### src/rtl/icache_pkg.sv
// ----------------------------------------------------------------------------
// icache_pkg
// Shared constants and types for the instruction-cache boot loader.
//   ICACHE_ADDR_WIDTH : word-address width of the cache SDPRAM (1024 words)
//   ICACHE_DATA_WIDTH : cache RAM word width
//   ICACHE_BYTE_SIZE  : width of one byte on the incoming boot stream
//   LANES             : number of stream bytes packed into one RAM word
//   icache_state_e    : loader FSM states
// ----------------------------------------------------------------------------
package icache_pkg;

    localparam int ICACHE_ADDR_WIDTH = 10;
    localparam int ICACHE_DATA_WIDTH = 32;
    localparam int ICACHE_BYTE_SIZE  = 8;
    localparam int LANES             = ICACHE_DATA_WIDTH / ICACHE_BYTE_SIZE;

    typedef enum logic [1:0] {
        IDLE = 2'd0,
        LOAD = 2'd1,
        DONE = 2'd2
    } icache_state_e;

endpackage

### src/rtl/icache_byte_packer.sv
// ----------------------------------------------------------------------------
// icache_byte_packer
// Collects stream bytes little-endian into a RAM word and emits a one-cycle
// word_valid pulse, together with the packed word, the cycle after the byte
// that fills the last lane is accepted.
// Ports:
//   clk_i        : clock, rising edge
//   rst_i        : synchronous active-high reset
//   clear_i      : restart packing at lane 0 (new load or abort)
//   byte_fire_i  : a byte is accepted this cycle
//   byte_data_i  : the accepted byte
//   last_lane_o  : the next accepted byte completes a word
//   word_valid_o : registered one-cycle pulse, word_data_o holds a new word
//   word_data_o  : packed word, holds its value between pulses
// ----------------------------------------------------------------------------
module icache_byte_packer
    import icache_pkg::*;
#(
    parameter int DATA_WIDTH = ICACHE_DATA_WIDTH,
    parameter int BYTE_SIZE  = ICACHE_BYTE_SIZE
) (
    input  logic                  clk_i,
    input  logic                  rst_i,
    input  logic                  clear_i,
    input  logic                  byte_fire_i,
    input  logic [BYTE_SIZE-1:0]  byte_data_i,
    output logic                  last_lane_o,
    output logic                  word_valid_o,
    output logic [DATA_WIDTH-1:0] word_data_o
);

    localparam int LANE_COUNT = DATA_WIDTH / BYTE_SIZE;
    localparam int LANE_W     = (LANE_COUNT > 1) ? $clog2(LANE_COUNT) : 1;
    localparam logic [LANE_W-1:0] LAST_LANE = LANE_W'(LANE_COUNT - 1);

    logic [LANE_W-1:0]     lane_q;
    logic [DATA_WIDTH-1:0] pack_q;
    logic [DATA_WIDTH-1:0] pack_d;
    logic [DATA_WIDTH-1:0] word_q;
    logic                  valid_q;

    assign last_lane_o  = (lane_q == LAST_LANE);
    assign word_valid_o = valid_q;
    assign word_data_o  = word_q;

    // Drop the incoming byte into its lane. The completed word is taken from
    // pack_d so the final byte lands in the word the same cycle it arrives.
    always_comb begin
        pack_d = pack_q;
        pack_d[lane_q*BYTE_SIZE +: BYTE_SIZE] = byte_data_i;
    end

    // Lane counter wraps after the last lane; word_q only changes when a
    // word completes so the RAM write data holds between strobes.
    always_ff @(posedge clk_i) begin
        if (rst_i) begin
            lane_q  <= '0;
            pack_q  <= '0;
            word_q  <= '0;
            valid_q <= 1'b0;
        end else begin
            valid_q <= 1'b0;
            if (clear_i) begin
                lane_q <= '0;
            end else if (byte_fire_i) begin
                pack_q <= pack_d;
                if (last_lane_o) begin
                    lane_q  <= '0;
                    word_q  <= pack_d;
                    valid_q <= 1'b1;
                end else begin
                    lane_q <= lane_q + 1'b1;
                end
            end
        end
    end

endmodule

### src/rtl/icache_loader.sv
// ----------------------------------------------------------------------------
// icache_loader
// Fills the instruction-cache SDPRAM from a byte stream. Bytes are packed
// little-endian into words which are written to consecutive addresses from
// a programmed base, while a running modular word checksum is kept.
// Ports:
//   wr_clk, wr_rst        : clock and synchronous active-high reset
//   start, abort          : begin a load (IDLE only) / cancel a load
//   base_addr, word_count : first word address and number of words
//   s_valid/s_data/s_ready: byte stream handshake
//   wr_en/wr_addr/wr_data : registered RAM write port
//   busy, done, checksum  : status for the boot controller
// ----------------------------------------------------------------------------
module icache_loader
    import icache_pkg::*;
#(
    parameter int ADDR_WIDTH = ICACHE_ADDR_WIDTH,
    parameter int DATA_WIDTH = ICACHE_DATA_WIDTH,
    parameter int BYTE_SIZE  = ICACHE_BYTE_SIZE
) (
    input  logic                  wr_clk,
    input  logic                  wr_rst,
    input  logic                  start,
    input  logic                  abort,
    input  logic [ADDR_WIDTH-1:0] base_addr,
    input  logic [ADDR_WIDTH:0]   word_count,
    input  logic                  s_valid,
    input  logic [BYTE_SIZE-1:0]  s_data,
    output logic                  s_ready,
    output logic                  wr_en,
    output logic [ADDR_WIDTH-1:0] wr_addr,
    output logic [DATA_WIDTH-1:0] wr_data,
    output logic                  busy,
    output logic                  done,
    output logic [DATA_WIDTH-1:0] checksum
);

    icache_state_e         state_q, state_d;
    logic [ADDR_WIDTH-1:0] addr_q, addr_d;
    logic [ADDR_WIDTH:0]   remain_q, remain_d;
    logic                  final_q, final_d;
    logic [ADDR_WIDTH-1:0] wr_addr_q, wr_addr_d;
    logic [DATA_WIDTH-1:0] checksum_q, checksum_d;

    logic byte_fire;
    logic last_lane;
    logic word_done;
    logic packer_clear;

    // final_q marks that the last word's byte has been taken: the stream is
    // closed immediately so no byte beyond the final word is consumed.
    assign s_ready      = (state_q == LOAD) && !final_q;
    assign byte_fire    = s_valid && s_ready && !abort;
    assign word_done    = byte_fire && last_lane;
    assign packer_clear = ((state_q == IDLE) && start) || ((state_q == LOAD) && abort);

    assign busy     = (state_q == LOAD);
    assign done     = (state_q == DONE);
    assign wr_addr  = wr_addr_q;
    assign checksum = checksum_q;

    icache_byte_packer #(
        .DATA_WIDTH (DATA_WIDTH),
        .BYTE_SIZE  (BYTE_SIZE)
    ) u_packer (
        .clk_i        (wr_clk),
        .rst_i        (wr_rst),
        .clear_i      (packer_clear),
        .byte_fire_i  (byte_fire),
        .byte_data_i  (s_data),
        .last_lane_o  (last_lane),
        .word_valid_o (wr_en),
        .word_data_o  (wr_data)
    );

    // Next-state logic. The write address is captured when a word completes,
    // so it lines up with the packer's registered word on the wr_en cycle.
    // The checksum accumulates on the wr_en cycle itself, and the FSM leaves
    // LOAD on the cycle the final word is strobed.
    always_comb begin
        state_d    = state_q;
        addr_d     = addr_q;
        remain_d   = remain_q;
        final_d    = final_q;
        wr_addr_d  = wr_addr_q;
        checksum_d = checksum_q;
        case (state_q)
            IDLE: begin
                if (start) begin
                    checksum_d = '0;
                    final_d    = 1'b0;
                    if (word_count == '0) begin
                        state_d = DONE;
                    end else begin
                        state_d  = LOAD;
                        addr_d   = base_addr;
                        remain_d = word_count;
                    end
                end
            end
            LOAD: begin
                if (abort) begin
                    state_d = IDLE;
                    final_d = 1'b0;
                end else begin
                    if (word_done) begin
                        wr_addr_d = addr_q;
                        addr_d    = addr_q + 1'b1;
                        remain_d  = remain_q - 1'b1;
                        if (remain_q == (ADDR_WIDTH+1)'(1)) begin
                            final_d = 1'b1;
                        end
                    end
                    if (wr_en) begin
                        checksum_d = checksum_q + wr_data;
                    end
                    if (final_q) begin
                        state_d = DONE;
                        final_d = 1'b0;
                    end
                end
            end
            DONE: begin
                state_d = IDLE;
            end
            default: begin
                state_d = IDLE;
            end
        endcase
    end

    // State and counter registers with synchronous reset.
    always_ff @(posedge wr_clk) begin
        if (wr_rst) begin
            state_q    <= IDLE;
            addr_q     <= '0;
            remain_q   <= '0;
            final_q    <= 1'b0;
            wr_addr_q  <= '0;
            checksum_q <= '0;
        end else begin
            state_q    <= state_d;
            addr_q     <= addr_d;
            remain_q   <= remain_d;
            final_q    <= final_d;
            wr_addr_q  <= wr_addr_d;
            checksum_q <= checksum_d;
        end
    end

endmodule

### config.mk
export PLATFORM = sky130hd
export DESIGN_NAME = icache_loader
export DESIGN_NICKNAME = d
export VERILOG_FILES = /design/src/rtl/icache_pkg.sv /design/src/rtl/icache_byte_packer.sv /design/src/rtl/icache_loader.sv
export SDC_FILE = /design/constraint.sdc
export NUM_CORES = 1
export LEC_CHECK = 0
export BUFFER_PORTS_ARGS = -buffer_cell sky130_fd_sc_hd__buf_4
export CAP_MARGIN = 40
export CORE_MARGIN = 2
export CORE_UTILIZATION = 50
export DETAILED_ROUTE_END_ITERATION = 10
export GPL_ROUTABILITY_DRIVEN = 1
export GPL_TIMING_DRIVEN = 1
export PLACE_DENSITY = 0.74
export SETUP_SLACK_MARGIN = 0.2
export SLEW_MARGIN = 20
export SYNTH_ARGS = -nofsm -noshare
export SYNTH_HDL_FRONTEND = slang
export SYNTH_HIERARCHICAL = 1
export SYNTH_SLANG_ARGS = --single-unit
### constraint.sdc
create_clock -name wr_clk -period 2.9 [get_ports wr_clk]
set_clock_uncertainty 0.15 [all_clocks]
set_input_delay 0.145 -clock wr_clk [delete_from_list [all_inputs] [get_ports wr_clk]]
set_output_delay 0.145 -clock wr_clk [all_outputs]
set_load 0.01 [all_outputs]
After elaboration in Yosys (flattened, before gate mapping). Cells that the tools add are included.

Input port bits: 34. Register bits after elaboration: 133. Word-level logic and storage cells: 79. Output and inout bits: 78.

Bitwise logic cells: 3. Reductions and logical operators: 21. Eq/ne operators: 10. Add/subtract/negate cells: 5. Shift operators: 2. Muxes and demuxes: 28.

Operator list (number): 2-to-1 mux 32 bit (3); case mux 32 bit (2 select lines) (1); 2-to-1 mux 11 bit (4); 2-to-1 mux 10 bit (4); negation 5 -> 34 bit (1); variable shift 8 x 34 -> 32 bit, first input constant (1); indexed part select 8 x 34 -> 32 bit (1); adder 32 bit (1); bitwise mux 32 bit (1); case mux 11 bit (2 select lines) (1); case mux 10 bit (2 select lines) (1); equality test 11 x 1 -> 1 bit, second input constant (1); zero test 11 bit (1); subtractor 11 x 1 -> 11 bit, second input constant (1); adder 10 x 1 -> 10 bit, second input constant (1); 2-to-1 mux 2 bit (5); logical AND 1 bit (6); 2-to-1 mux 1 bit (6); != test 2 bit, second input constant (3); AND reduction 2 bit (3); AND reduction 3 bit (2); AND reduction 5 bit (1); equality test 2 bit, second input constant (2); != test 2 x 1 -> 1 bit, second input constant (2); 13 further kinds (16).

Depth between registers and ports, before layout.
Depth after elaboration: 9. Gate-level depth with buffers: 12. Mapped depth without buffers: 12.

Hierarchy. Netlist, hierarchy kept.

Modules (own cells, without submodules): icache_loader (area each 4436.8 µm², cells each 581, times used 1, sequential area each 1321.3 µm²); icache_byte_packer (area each 2807.7 µm², cells each 289, times used 1, sequential area each 1341.3 µm²).

Worst setup path after synthesis. Ideal clock, no wire load.

Path kind: register -> register. Start: reg u_packer.word_q[0], in the netlist u_packer/word_data_o[0]. End: reg checksum_q[26], in the netlist checksum[26]. Required time: 2.623 ns. Path buffers: 0. Setup time: 0.127 ns. Period minus slack after synthesis: 2.795 ns. Setup slack: 0.105 ns. Data arrival time: 2.518 ns. Stages on the path, launching flop included: 13. Path through: dfxtp_1 ha_1 inv_1 fa_1 and2b_1 o2111ai_1 a211oi_2 o21ai_1 o31a_1 o21ai_2 a31oi_1 xor2_1 o21ai_1.

Word-level cells in the longest chain between the ends: 4.

RTL lines: start: declaration (RTL line icache_byte_packer.sv:39) `logic [DATA_WIDTH-1:0] word_q;`; start signal: assignment (RTL line icache_byte_packer.sv:69) `word_q <= pack_d;`; adder 32 bit (RTL line icache_loader.sv:115) `checksum_d = checksum_q + wr_data;`; 2-to-1 mux 32 bit (RTL line icache_loader.sv:114) `if (wr_en) begin`; 2-to-1 mux 32 bit (RTL line icache_loader.sv:102) `if (abort) begin`; case mux 32 bit (2 select lines) (RTL line icache_loader.sv:87) `case (state_q)`; end signal: assignment (RTL line icache_loader.sv:147) `checksum_q <= checksum_d;`; end: declaration (RTL line icache_loader.sv:43) `logic [DATA_WIDTH-1:0] checksum_q, checksum_d;`.

No other way between the ends. The select of a mux whose other input is x is not followed. A chain may end at the register's enable or synchronous reset.

Worst setup path after layout.
Start: reg checksum_q[0], in the netlist checksum[0]. End: reg checksum_q[30], in the netlist checksum[30].

Word-level cells in the longest chain between the ends: 4.

RTL lines (RTL line): adder 32 bit (icache_loader.sv:115); 2-to-1 mux 32 bit (icache_loader.sv:114); 2-to-1 mux 32 bit (icache_loader.sv:102); case mux 32 bit (2 select lines) (icache_loader.sv:87).

No other way between the ends. The select of a mux whose other input is x is not followed.

==> metrics.cfg <==
[grt]
overflow = 0
antenna_found_initial = 0
track_usage_pct = 25.0
grt_max_degree = 43
grt_pass1_wl_um = 32100
first_global_vias = 6457

[route]
route.detailed.wl_per_inst_um = 16.6
viasPerCell = 5.90
drt_iter0_drc = 699
drc_errors = 0
wirelength_um = 19800
dr.pass1.iters = 5
vias = 7040
ant_nets = 0

[pwr]
p_int_w = 0.00343
clkPwrFrac_pct = 50.6
netSwitchingPower_w = 0.00105
power_frac_seq_pct = 42.0
peakVddDrop_mv = 0.416
comb_power_share_pct = 7.4
leakagePower_nw = 4.00
swShare_pct = 23.5
powerDensity_nw_per_um2 = 476

[clocking]
clk_latency_ns = 0.43
path_clk_slew_ns = 0.06
cts_buffers = 17
root_buffer = clkbuf_16
htree_levels = 4
cts.path.max_buffers = 2
cts.sinks = 133
cts_tree = yes

[sta]
finalHoldViolCount = 0
period_share_pct = 96.0
holdWs_ns = 0.0622
tightest_slew_ns = 0.901
report.final.slew_viol_count = 0
fmax_mhz = 359
worst_slack_ns = 0.115
setup_viol = 0
min_period_ns = 2.79
rsz0062_at_grt = yes
slew_headroom_pct = 39.7
tns_ns = 0

[logic_synthesis]
synth-seq-cells = 133
syn_inst = 870
avgSynthCellArea_um2 = 8.33
async_reset_ff_share_pct = 0
yosysTopAreaCell = dfxtp_1
synth_ff_type = dfxtp_1
synth_top_area_share_pct = 36.8
netlist_area_um2 = 7240
synth_fp_nets = 945
yosys_warnings = 6
ys_types = 70
synth_edf_count = 0
synthTopCellsByArea = dfxtp_1 37%, ha_1 6.9%, nor2_1 4.8%, nand2_1 4.4%, a21oi_1 3.7%
seq_area_frac_synth_pct = 36.8

[finish]
layout_common_cells = 145 x buf_4, 129 x dfxtp_1, 91 x nor2_1
drive_above_1_share_pct = 22.2
seqCellArea_um2 = 2670
n_antenna_cell = 0
nNetsFinal = 1077
fillers = 1157
syn2layout_area_growth_pct = 29.8
multiInputGateArea_um2 = 4410
layout_commonest_cell = buf_4

[place]
gp_congestion = 0.880
place_hpwl_um = 13100
port_buffers = 111
place_ws_ns = 0.0405

[die]
coreArea_um2 = 14000
die_h_um = 124
die_w_um = 124
fp.dieArea_um2 = 15500
rows = 43
start_util_pct = 51.6
num_io_pins = 112

[setup_path]
critPathKind = reg -> reg
worst_ep_arrival_time_ns = 2.99
worstPathMaxFanout = 3
setup.worst_path.start_class = flip-flop
critPathRequiredTime_ns = 3.11
critical_path.endpoint_type = flip-flop

[min_path]
hold_path_class = in -> reg

[status]
status = finished clean

[job]
cap_violations = 0

sequential cells by signal, indices dropped and copies added, names as in the netlist:
register               flops
u_packer/word_valid_o      1
u_packer/word_data_o      32
u_packer/lane_q            2
final_q                    1
wr_addr                   10
remain_q                  11
checksum                  32
addr_q                    10
u_packer/pack_q           32
state_q                    2
power by group through the flow:
stage	Sequential [W]	Clock, W	Combinational (W)
5_1_grt	0.00189	0.00238	0.000362
6_report	0.00188	0.00227	0.000329
4_1_cts	0.00188	0.00229	0.000324
3_3_place_gp	0.00192	0	0.000285
3_5_place_dp	0.00192	0	0.000289
2_1_floorplan	0.00191	0	0.000191
cell families (layout without fill, tap and decap cells):
kind of cell	count (synthesis)	after routing	share of synthesized area, %
adders and majority gates	41	41	7.18
and+or+nand+nor	323	323	21.7
muxes	4	4	0.553
buffers and inverters	80	224	4.92
AOI/OAI and AO/OA	266	266	26.1
DFF	133	133	36.8
xor gates and xnor gates	23	23	2.78
critical path, stage by stage (launching register included):
cell	delay, ns
dfxtp_2	0.35
ha_4	0.14
inv_2	0.03
fa_2	0.32
and2b_2	0.26
o2111ai_4	0.15
a211oi_4	0.28
o21ai_2	0.10
o31a_1	0.27
o21ai_2	0.22
a31oi_1	0.14
xor2_1	0.16
o21ai_1	0.13
per-layer routing:
metal / vias up / part of all wire (%) / routed length (um) / track usage (%)
li1: 3462 / - / - / -
met1: 3332 / 45 / 8900 / 32.3
met2: 220 / 48 / 9540 / 41.8
met3: 26 / 5.4 / 1070 / 5.20
met4: 0 / 1.4 / 278 / 8.26
met5: - / 0 / 0 / 0
timing repair:
action	CTS	global route
endpoints found under the hold margin	63	0
setup buffers	10	2
hold buffers	32	0
gates resized for setup	11	24
pin swaps	16	18
endpoints found under the setup margin	7	13
stage by stage:
step                      std cells  area, um^2  power [W]  util [%]
after global placement         1119        8220    0.00221      58.5
after floorplan                 870        7250    0.00210         -
after detailed placement       1119        8220    0.00221      58.5
final                          1194        9410    0.00448      67.0
after CTS                      1192        9290    0.00449      66.1
after global routing           1194        9410    0.00462      67.0
synth_stat cells, drive strengths merged, types with 2 or more instances:
library cell  instances
a31o                  2
and3                  6
or3                   2
mux2i                 4
o21ai                54
a22o                 27
a31oi                 7
and3b                 3
nand3b                5
a221oi               13
inv                  14
nand3                16
and4b                 3
nand2b                8
a211oi                8
a21oi                56
ha                   40
nor4                  5
nand2                84
o21a                  7
a311oi               27
and2                  3
xnor2                 9
and2b                15
and4                  2
nor3                 44
buf                  23
nor2                 92
a22oi                17
nand4                 9
nor3b                 2
or4                   3
a21o                 19
o211ai                3
a32oi                10
dfxtp               133
xor2                 14
clkbuf               43
nor2b                18
o22ai                 5
cell type report:
class	count	area share, %
tap	180	2.39
inverter	14	0.559
clock buffer	19	4.60
sequential	133	28.4
multi-input combinational	657	46.9
clock inverter	12	1.92
timing repair buffer	179	15.3
path summary, 6_finish.rpt:
kind                             startpoint  cells after the start           end  slack, ns
worst max register to register  checksum[0]                     12  checksum[30]       0.11
worst max-delay path            checksum[0]                     12  checksum[30]       0.11
worst min-delay path                  abort                      5    state_q[0]       0.06
worst min register to register   wr_addr[3]                      2    wr_addr[3]       0.31
No activity file was read; power rests on OpenSTA's default activity.
